**src/rtl/array_stream_serializer_if.sv**
```systemverilog
`default_nettype none
// ============================================================================
// Module   : array_stream_serializer_if
// Purpose  : Handshake bundle for array_stream_serializer. Carries the wide
//            input array channel and the narrow output beat channel.
// Signals  : in_valid/in_ready/in_array   - input array channel
//            out_valid/out_ready/out_data - output beat channel
//            out_beat/out_last            - beat index and final-beat flag
// Modports : master - producer of arrays / consumer of beats (environment)
//            slave  - the serializer itself
// Revision : 1.0 - initial release
// ============================================================================
interface array_stream_serializer_if #(
  parameter int D1  = 8,
  parameter int D2  = 4,
  parameter int EPB = 2
);
  localparam int NUM_BEATS = D1 / EPB;
  localparam int BW        = (NUM_BEATS > 1) ? $clog2(NUM_BEATS) : 1;

  logic                    in_valid;
  logic                    in_ready;
  logic [D1-1:0][D2-1:0]   in_array;
  logic                    out_valid;
  logic                    out_ready;
  logic [EPB*D2-1:0]       out_data;
  logic [BW-1:0]           out_beat;
  logic                    out_last;

  modport master (
    output in_valid, in_array, out_ready,
    input  in_ready, out_valid, out_data, out_beat, out_last
  );

  modport slave (
    input  in_valid, in_array, out_ready,
    output in_ready, out_valid, out_data, out_beat, out_last
  );
endinterface
`default_nettype wire

```
**src/rtl/array_stream_serializer.sv**
```systemverilog
`default_nettype none
// ============================================================================
// Module   : array_stream_serializer
// Purpose  : Captures a packed D1 x D2 array over a valid/ready handshake and
//            streams it out as NUM_BEATS = D1/EPB beats of EPB elements each,
//            with beat index and last flag. A new array can be captured on the
//            final-beat handshake, so consecutive arrays stream without gaps.
// Ports    : clk   - clock, rising edge
//            rstn  - asynchronous active-low reset
//            flush - synchronous abort of the array in flight (highest prio)
//            bus   - array_stream_serializer_if.slave (array in, beats out)
// Options  : ARRAY_STREAM_SER_MSB_FIRST_EN - when defined, beats are emitted
//            highest element group first; out_beat still counts 0 upward.
// Notes    : in_ready depends combinationally on out_ready, but only while
//            the final beat is presented. out_data/out_beat/out_last come
//            from registers only.
// Revision : 1.0 - initial release
// ============================================================================
module array_stream_serializer #(
  parameter int D1  = 8,
  parameter int D2  = 4,
  parameter int EPB = 2
) (
  input  wire logic              clk,
  input  wire logic              rstn,
  input  wire logic              flush,
  array_stream_serializer_if.slave bus
);

  localparam int NUM_BEATS = D1 / EPB;
  localparam int BW        = (NUM_BEATS > 1) ? $clog2(NUM_BEATS) : 1;
  localparam int c_beat_w  = EPB * D2;
  localparam logic [BW-1:0] c_last_beat = BW'(NUM_BEATS - 1);

  if ((EPB < 1) || (EPB > D1) || ((D1 % EPB) != 0)) begin : g_bad_cfg
    $error("array_stream_serializer: EPB must be in 1..D1 and divide D1");
  end

  typedef enum logic [0:0] {
    S_IDLE = 1'b0,
    S_BUSY = 1'b1
  } state_t;

  state_t              r_state;
  logic [D1*D2-1:0]    r_hold;
  logic [BW-1:0]       r_beat;
  logic                r_last;

  logic                w_in_ready;
  logic                w_accept;
  logic                w_out_fire;
  logic [BW-1:0]       w_sel;
  logic [c_beat_w-1:0] w_data;

  assign w_out_fire = (r_state == S_BUSY) & bus.out_ready;
  // Ready while idle, or when the final beat leaves this cycle so the next
  // array lands with no bubble. Flush blocks any capture.
  assign w_in_ready = ~flush & ((r_state == S_IDLE) | (bus.out_ready & r_last));
  assign w_accept   = bus.in_valid & w_in_ready;

`ifdef ARRAY_STREAM_SER_MSB_FIRST_EN
  assign w_sel = c_last_beat - r_beat;
`else
  assign w_sel = r_beat;
`endif

  // Element group selected by the beat counter; held register keeps the
  // payload stable under backpressure.
  always_comb begin
    w_data = '0;
    for (int b = 0; b < NUM_BEATS; b++) begin
      if (w_sel == BW'(b)) begin
        w_data = r_hold[b*c_beat_w +: c_beat_w];
      end
    end
  end

  always_ff @(posedge clk or negedge rstn) begin
    if (!rstn) begin
      r_state <= S_IDLE;
      r_hold  <= '0;
      r_beat  <= '0;
      r_last  <= 1'b0;
    end else if (flush) begin
      r_state <= S_IDLE;
      r_beat  <= '0;
      r_last  <= 1'b0;
    end else if (w_accept) begin
      // Covers both the idle capture and the back-to-back capture on the
      // final-beat handshake.
      r_state <= S_BUSY;
      r_hold  <= bus.in_array;
      r_beat  <= '0;
      r_last  <= (NUM_BEATS == 1);
    end else if (w_out_fire) begin
      if (r_last) begin
        r_state <= S_IDLE;
        r_beat  <= '0;
        r_last  <= 1'b0;
      end else begin
        r_beat  <= r_beat + 1'b1;
        r_last  <= ((r_beat + 1'b1) == c_last_beat);
      end
    end
  end

  assign bus.in_ready  = w_in_ready;
  assign bus.out_valid = (r_state == S_BUSY);
  assign bus.out_data  = w_data;
  assign bus.out_beat  = r_beat;
  assign bus.out_last  = r_last;

endmodule
`default_nettype wire
```
**src/flat_wrapper.sv**
```systemverilog
// flat-port wrapper written by rule: the top's interface ports become plain ports
module array_stream_serializer_flat 
#(
  parameter int D1  = 8,
  parameter int D2  = 4,
  parameter int EPB = 2
)
  (clk, rstn, flush, bus_in_valid, bus_in_array, bus_out_ready, bus_in_ready, bus_out_valid, bus_out_data, bus_out_beat, bus_out_last);
  array_stream_serializer_if #(.D1(D1), .D2(D2), .EPB(EPB)) bus_i ();
  input  wire logic clk;
  input  wire logic rstn;
  input  wire logic flush;
  input wire logic [$bits(bus_i.in_valid)-1:0] bus_in_valid;
  input wire logic [$bits(bus_i.in_array)-1:0] bus_in_array;
  input wire logic [$bits(bus_i.out_ready)-1:0] bus_out_ready;
  output wire logic [$bits(bus_i.in_ready)-1:0] bus_in_ready;
  output wire logic [$bits(bus_i.out_valid)-1:0] bus_out_valid;
  output wire logic [$bits(bus_i.out_data)-1:0] bus_out_data;
  output wire logic [$bits(bus_i.out_beat)-1:0] bus_out_beat;
  output wire logic [$bits(bus_i.out_last)-1:0] bus_out_last;
  assign bus_i.in_valid = bus_in_valid;
  assign bus_i.in_array = bus_in_array;
  assign bus_i.out_ready = bus_out_ready;
  assign bus_in_ready = bus_i.in_ready;
  assign bus_out_valid = bus_i.out_valid;
  assign bus_out_data = bus_i.out_data;
  assign bus_out_beat = bus_i.out_beat;
  assign bus_out_last = bus_i.out_last;
  array_stream_serializer #(.D1(D1), .D2(D2), .EPB(EPB)) u_core (.clk(clk), .rstn(rstn), .flush(flush), .bus(bus_i));
endmodule
```
**config.mk**
```make
export PLATFORM = sky130hd
export DESIGN_NAME = array_stream_serializer_flat
export DESIGN_NICKNAME = d
export VERILOG_FILES = /design/src/rtl/array_stream_serializer_if.sv /design/src/rtl/array_stream_serializer.sv /design/src/flat_wrapper.sv
export SDC_FILE = /design/constraint.sdc
export NUM_CORES = 1
export LEC_CHECK = 0
export CELL_PAD_IN_SITES_DETAIL_PLACEMENT = 0
export CELL_PAD_IN_SITES_GLOBAL_PLACEMENT = 2
export CORE_MARGIN = 2
export CORE_UTILIZATION = 32
export DETAILED_ROUTE_END_ITERATION = 8
export GPL_TIMING_DRIVEN = 0
export PLACE_DENSITY = 0.81
export SYNTH_ARGS = -nofsm -noshare
export SYNTH_HDL_FRONTEND = slang
export SYNTH_SLANG_ARGS = --single-unit
export TNS_END_PERCENT = 100
```
**constraint.sdc**
```tcl
create_clock -name clk -period 2.4 [get_ports clk]
set_input_delay 0.48 -clock clk [delete_from_list [all_inputs] [get_ports clk]]
set_output_delay 0.48 -clock clk [all_outputs]
set_load 0.1 [all_outputs]
```
==> results.py, run 1 <==
metrics = {
    "clock_network": {
        "cts.sink_count": 36,
        "cts_buffer_depth": 2,
        "insertion_delay_ps": 290,
        "cts_buffers": 5,
        "cts_tree": "yes",
        "clkTransAtPathRegs_ps": 70,
        "cts_max_level": 2,
        "cts-root-buf": "clkbuf_8",
    },
    "critical_path": {
        "cp-endpoint": "bus_out_last",
        "reg2reg_to": "u_core.r_hold[12]$_DFFE_PN0P_",
        "rr_startpoint": "u_core.bus.out_valid$_DFFE_PN0P_",
        "cp-start-kind": "register",
        "crit_path_max_incr_delay_ps": 1160,
        "startpoint": "u_core.bus.out_last$_DFFE_PN0P_",
        "cp.arrival_ps": 1870,
        "crit_fanout": 6,
        "timing.critical_path.required_ps": 1920,
        "cp_top_family": "buffers and inverters",
        "path_class": "register to output port",
        "slowest_stage": "clkdlybuf4s50_1",
        "crit_path_end_kind": "output port",
        "cp_num_buf_inv": 1,
        "r2r_slack_ps": 690,
        "reg2reg_depth": 4,
        "cp.depth": 1,
        "cp_cell_sequence": "clkdlybuf4s50_1",
    },
    "global_route": {
        "grt_overflow_total": 0,
        "track_usage_pct": 13.8,
        "grt_start_max_net_pins": 37,
        "grt_pass1_wl_um": 6330,
        "grt_pass1_vias": 1242,
        "grt_antenna_before_repair": 0,
    },
    "placed_design": {
        "place_area_sq_um": 2420,
        "port_buffers": 49,
        "placedCellCount": 252,
        "gp_congestion": 0.696,
        "place_hpwl_um": 2920,
    },
    "finish": {
        "syn2layout_area_growth_pct": 57.7,
        "final_cells": 260,
        "drive_gt1_share_pct": 45.3,
        "final_nets": 231,
        "final_area_sq_um": 2680,
        "insertedDiodeCount": 0,
    },
    "die": {
        "fp.dieH_um": 76.8,
        "ios": 50,
        "fp.dieW_um": 76.8,
        "initial_core_util_pct": 33.2,
        "num_rows": 26,
        "dieArea_sq_um": 5900,
        "coreArea_sq_um": 5110,
    },
    "detailed_routing": {
        "dr.max_layer_used": "met4",
        "ant_nets": 0,
        "wl_met2_um": 1980,
        "drc_errors": 0,
        "met1Wirelength_um": 1700,
        "wire_per_inst_um": 15.2,
        "vias_per_cell": 4.70,
        "wl_um": 3960,
        "num_vias": 1223,
        "drt_iter0_drc": 35,
        "dr.pass1.iters": 4,
        "dr_wl_met3_um": 195,
    },
    "timing": {
        "finalSetupViolCount": 0,
        "period_minus_slack_ps": 2350,
        "max_freq_mhz": 425,
        "slew_headroom_pct": 35.6,
        "tightestPinTransition_ps": 962,
        "skew_ps": 4.68,
        "fin_crit_sh_pct": 98.1,
        "finalSetupTns_ps": 0,
        "slew_viol_final": 0,
        "hold_viol": 0,
    },
    "logic_synthesis": {
        "synth-warning-count": 0,
        "synth.distinct_cells": 22,
        "syn_inst": 133,
        "syn-num-nets": 175,
        "synth_top_area_share_pct": 53.1,
        "yosys-top-cells-area": "dfrtp_1, mux2_2, nand3b_1, ha_1, a31oi_1",
        "syn_area_sq_um": 1700,
        "yosysTopAreaCell": "dfrtp_1",
        "synth_area_per_cell_sq_um": 12.8,
        "yosysSeqAreaShare_pct": 53.1,
        "yosys_register_bits": 36,
    },
    "power_and_ir_drop": {
        "power_density_nw_per_um2": 752,
        "p_leak_uw": 0.00106,
        "ir_drop_uv": 401,
        "totalPowerFinal_uw": 2010,
    },
    "flow_run": {
        "cap_viol_max_count": 0,
    },
    "min_path": {
        "hold_class": "primary input to asynchronous set/reset pin",
    },
    "outcome": {
        "status": "finished, final reports clean",
    },
}
## metal layers
| layer | GRT usage, % | vias up |
|---|---|---|
| met3 | 4.12 | 6 |
| li1 | - | 600 |
| met5 | 0 | - |
| met1 | 18.3 | 586 |
| met2 | 20.6 | 31 |
| met4 | 6.73 | 0 |
## cells in the final DEF, fill, tap and decap left out, types with 2 or more instances in the layout
cell / Yosys / final
ha_4: 0 / 2
clkbuf_8: 0 / 5
dfrtp_4: 0 / 2
dlymetal6s2s_1: 0 / 2
o22ai_2: 0 / 7
nand3b_1: 9 / 9
dfrtp_1: 36 / 34
clkdlybuf4s50_1: 0 / 37
buf_12: 0 / 3
a21oi_1: 2 / 2
nor2_4: 0 / 2
mux2_2: 32 / 32
inv_2: 0 / 2
buf_8: 0 / 5
nand2_1: 12 / 12
buf_6: 3 / 3
buf_4: 0 / 2
nor2_1: 4 / 2
a31oi_4: 0 / 8
ha_2: 0 / 2
## stage by stage
step / worst slack (ps) / hold slack (ps) / util (%)
6_report: 45.3 / 280 / 52.4
3_5_place_dp: -644 / 497 / 47.4
5_1_grt: -12.3 / 343 / 52.4
3_3_place_gp: -622 / 491 / 47.5
2_1_floorplan: 10.0 / 184 / -
4_1_cts: -118 / 305 / 49.7
## worst min path at each step
stage	startpoint	to	slack, ps	depth (start not counted)
after detailed placement	u_core.r_hold[11]$_DFFE_PN0P_	u_core.r_hold[11]$_DFFE_PN0P_	500	1
after global placement	u_core.r_hold[12]$_DFFE_PN0P_	u_core.r_hold[12]$_DFFE_PN0P_	490	1
after CTS	rstn	u_core.r_hold[3]$_DFFE_PN0P_	310	1
after floorplan	rstn	u_core.bus.out_last$_DFFE_PN0P_	180	0
final	rstn	u_core.bus.out_valid$_DFFE_PN0P_	280	1
after global routing	rstn	u_core.r_hold[20]$_DFFE_PN0P_	340	1
## final cells by class
class | count | area [sq um]
multi-input combinational | 88 | 955
inverter | 3 | 13.8
buffer | 5 | 48.8
timing repair buffer | 50 | 554
sequential | 36 | 908
clock buffer | 6 | 72.6
clock inverter | 2 | 35.0
tap | 70 | 87.6
fill | 467 | 2430
## synth_stat cells
| library cell | number |
|---|---|
| nand3b_1 | 9 |
| mux2_2 | 32 |
| buf_6 | 3 |
| a31oi_1 | 8 |
| nor2_1 | 4 |
| buf_1 | 1 |
| or3_1 | 1 |
| clkbuf_1 | 2 |
| dfrtp_1 | 36 |
| nand2_1 | 12 |
| nor3b_4 | 1 |
| or4b_2 | 1 |
| a21oi_1 | 2 |
| mux2i_1 | 1 |
| inv_1 | 3 |
| o22ai_1 | 7 |
| or3b_2 | 1 |
| ha_1 | 5 |
| nand4b_1 | 1 |
| nand2b_1 | 1 |
| a21boi_2 | 1 |
| o21ai_0 | 1 |
## flip-flops by register name, indices dropped and copies added (netlist names)
register / flops
u_core.bus.out_last: 1
u_core.bus.out_beat: 2
u_core.bus.out_valid: 1
u_core.r_hold: 32
## power by group
part           switching, uW  internal [uW]
clock network            217            308
logic                    396            310
registers               68.6            713
total                    681           1330
## cell families after synthesis
| logic type | share of synthesized area [%] |
|---|---|
| AOI/OAI and AO/OA | 7.08 |
| buffers and inverters | 3.32 |
| DFF | 53.1 |
| and+or+nand+nor | 11.0 |
| muxes | 21.8 |
| adders and majority gates | 3.69 |
## timing repair
| item | in CTS | in global routing |
|---|---|---|
| cloned | 0 | 0 |
| setup buffers | 0 | 1 |
| endpoints found under the setup margin | 9 | 9 |
| hold buffers | 0 | 0 |
| pin swaps | 0 | 2 |
| gates resized for setup | 61 | 31 |
Power figures use the tool's default switching activity.
==> inputs of run 2 (changes only) <==
CORE_UTILIZATION = 30   (was 32)
PLACE_DENSITY = 0.76   (was 0.81)
clock period = 2.42 ns   (was 2.4 ns; I/O delays follow)
==> run 2 against run 1 <==
Final cell count stayed put. Combinational power is 3.5% lower. Clock power is 13% lower. Sequential power is 1% lower. Die area is 6.3% higher. First-iteration DRC count is 57% higher. Critical endpoint is now bus_out_beat[0]. Highest routed layer unchanged.
==> results.py, run 2 (synthesis gave the netlist of run 1 again) <==
metrics = {
    "finish": {
        "final_area_sq_um": 2630,
        "insertedDiodeCount": 0,
        "final_cell_mix": "clkdlybuf4s50_1, dfrtp_1, mux2_2",
        "largest_register_ff_count": 32,
        "final_nets": 230,
        "regMostFlops": "u_core.r_hold",
        "drive_gt1_share_pct": 44.7,
        "syn2layout_area_growth_pct": 55.2,
        "final_common_cell": "clkdlybuf4s50_1",
        "fin_util_pct": 48.1,
    },
    "placed_design": {
        "port_buffers": 49,
        "gp_congestion": 0.707,
        "place_area_sq_um": 2420,
        "dp_slack_ps": -629,
        "place_hpwl_um": 3030,
    },
    "min_path": {
        "hold_class": "primary input to asynchronous set/reset pin",
    },
    "clock_network": {
        "cts.sink_count": 36,
        "insertion_delay_ps": 280,
        "postCtsSetupBuffers": 0,
        "cts_tree": "yes",
        "cts_buffers": 5,
        "clkTransAtPathRegs_ps": 70,
        "cts_buffer_depth": 2,
        "cts-root-buf": "clkbuf_8",
        "cts_max_level": 2,
    },
    "critical_path": {
        "slowest_stage": "clkdlybuf4s50_1",
        "crit_path_max_incr_delay_ps": 1150,
        "cp.arrival_ps": 1890,
        "crit_fanout": 6,
        "timing.critical_path.required_ps": 1940,
        "path_class": "register to output port",
        "cp_num_buf_inv": 1,
        "crit_path_end_kind": "output port",
        "cp_cell_sequence": "clkdlybuf4s50_1",
        "cp-start-kind": "register",
        "cp_top_family": "buffers and inverters",
    },
    "power_and_ir_drop": {
        "totalPowerFinal_uw": 1910,
        "p_leak_uw": 0.00100,
        "power_density_nw_per_um2": 726,
        "ir_drop_uv": 310,
    },
    "die": {
        "dieArea_sq_um": 6270,
        "initial_core_util_pct": 31.0,
        "num_rows": 27,
        "fp.dieH_um": 79.2,
        "coreArea_sq_um": 5470,
        "ios": 50,
        "fp.dieW_um": 79.2,
    },
    "outcome": {
        "status": "finished, final reports clean",
    },
    "timing": {
        "fin_crit_sh_pct": 98.3,
        "max_freq_mhz": 421,
        "slew_headroom_pct": 35.5,
        "hold_viol": 0,
        "period_minus_slack_ps": 2380,
        "tightestPinTransition_ps": 964,
        "skew_ps": 4.01,
        "rsz0062_at_grt": "yes",
        "finalSetupViolCount": 0,
        "hold_ws_ps": 277,
        "fin_ws_ps": 42.3,
        "slew_viol_final": 0,
    },
    "global_route": {
        "track_usage_pct": 13.7,
        "grt_overflow_total": 0,
        "grt_pass1_vias": 1309,
        "grt_start_max_net_pins": 37,
        "grt_antenna_before_repair": 0,
        "grt_pass1_wl_um": 6670,
    },
    "flow_run": {
        "cap_viol_max_count": 0,
    },
    "detailed_routing": {
        "wire_per_inst_um": 15.2,
        "dr.pass1.iters": 4,
        "drt_iter0_drc": 55,
        "ant_nets": 0,
        "vias_per_cell": 4.76,
        "num_vias": 1237,
        "drc_errors": 0,
        "wl_um": 3950,
    },
}
-- run 2: cell count changes in the layout (fill, tap and decap cells not counted), moves of 2 or more --
| cell | before | now |
|---|---|---|
| dlymetal6s2s_1 | 2 | 0 |
| clkbuf_8 | 5 | 7 |
| buf_8 | 5 | 3 |
| buf_6 | 3 | 6 |
| clkdlybuf4s50_1 | 37 | 39 |
-- run 2: power by group --
group	switching, uW	internal, uW
Sequential	66.3	708
Combinational	388	293
Clock	201	253
Total	656	1250
-- run 2: worst paths after layout --
kind	depth (start not counted)	startpoint	slack, ps	to
min reg2reg	1	u_core.r_hold[15]$_DFFE_PN0P_	510	u_core.r_hold[15]$_DFFE_PN0P_
max	1	u_core.bus.out_beat[0]$_DFFE_PN0P_	40	bus_out_beat[0]
max in group asynchronous	1	rstn	1550	u_core.bus.out_beat[0]$_DFFE_PN0P_
min	1	rstn	280	u_core.r_hold[12]$_DFFE_PN0P_
max reg2reg	4	u_core.bus.out_valid$_DFFE_PN0P_	710	u_core.r_hold[11]$_DFFE_PN0P_
min in group clk	1	u_core.r_hold[15]$_DFFE_PN0P_	510	u_core.r_hold[15]$_DFFE_PN0P_
-- run 2: final cells by class --
class	count	area (sq um)
flip-flops and latches	36	908
clock buffers	7	96.3
multi-input cells	88	952
well taps	72	90.1
repair buffers	49	526
inverters	3	11.3
fillers	519	2840
plain buffers	5	48.8
-- run 2: repair_timing --
action / in CTS / in global routing
endpoints found under the hold margin: 0 / 0
setup endpoints to repair: 9 / 8
resized for setup: 58 / 26
hold buffers: 0 / 0
gates cloned: 0 / 0
-- run 2: metrics by stage --
stage	instances	setup TNS [ps]
3_3_place_gp	254	-5530
6_report	260	0
3_5_place_dp	254	-5360
2_1_floorplan	133	0
5_1_grt	260	-0.578
4_1_cts	260	-219
-- run 2: worst reg2reg max path, delay by kind of cell (launching register included) --
kind	cells	cell delay, ps
AO/OA/AOI/OAI	1	220
buffers and inverters	1	220
flip-flops	1	430
multiplexers	1	350
AND/OR/NAND/NOR	1	370
-- run 2: metal layers --
layer	up-vias	wire length [um]	track usage, %
met5	-	0	0
met4	0	53	4.66
met3	4	156	2.84
met2	29	1940	20.9
met1	614	1800	19.3
li1	590	-	-
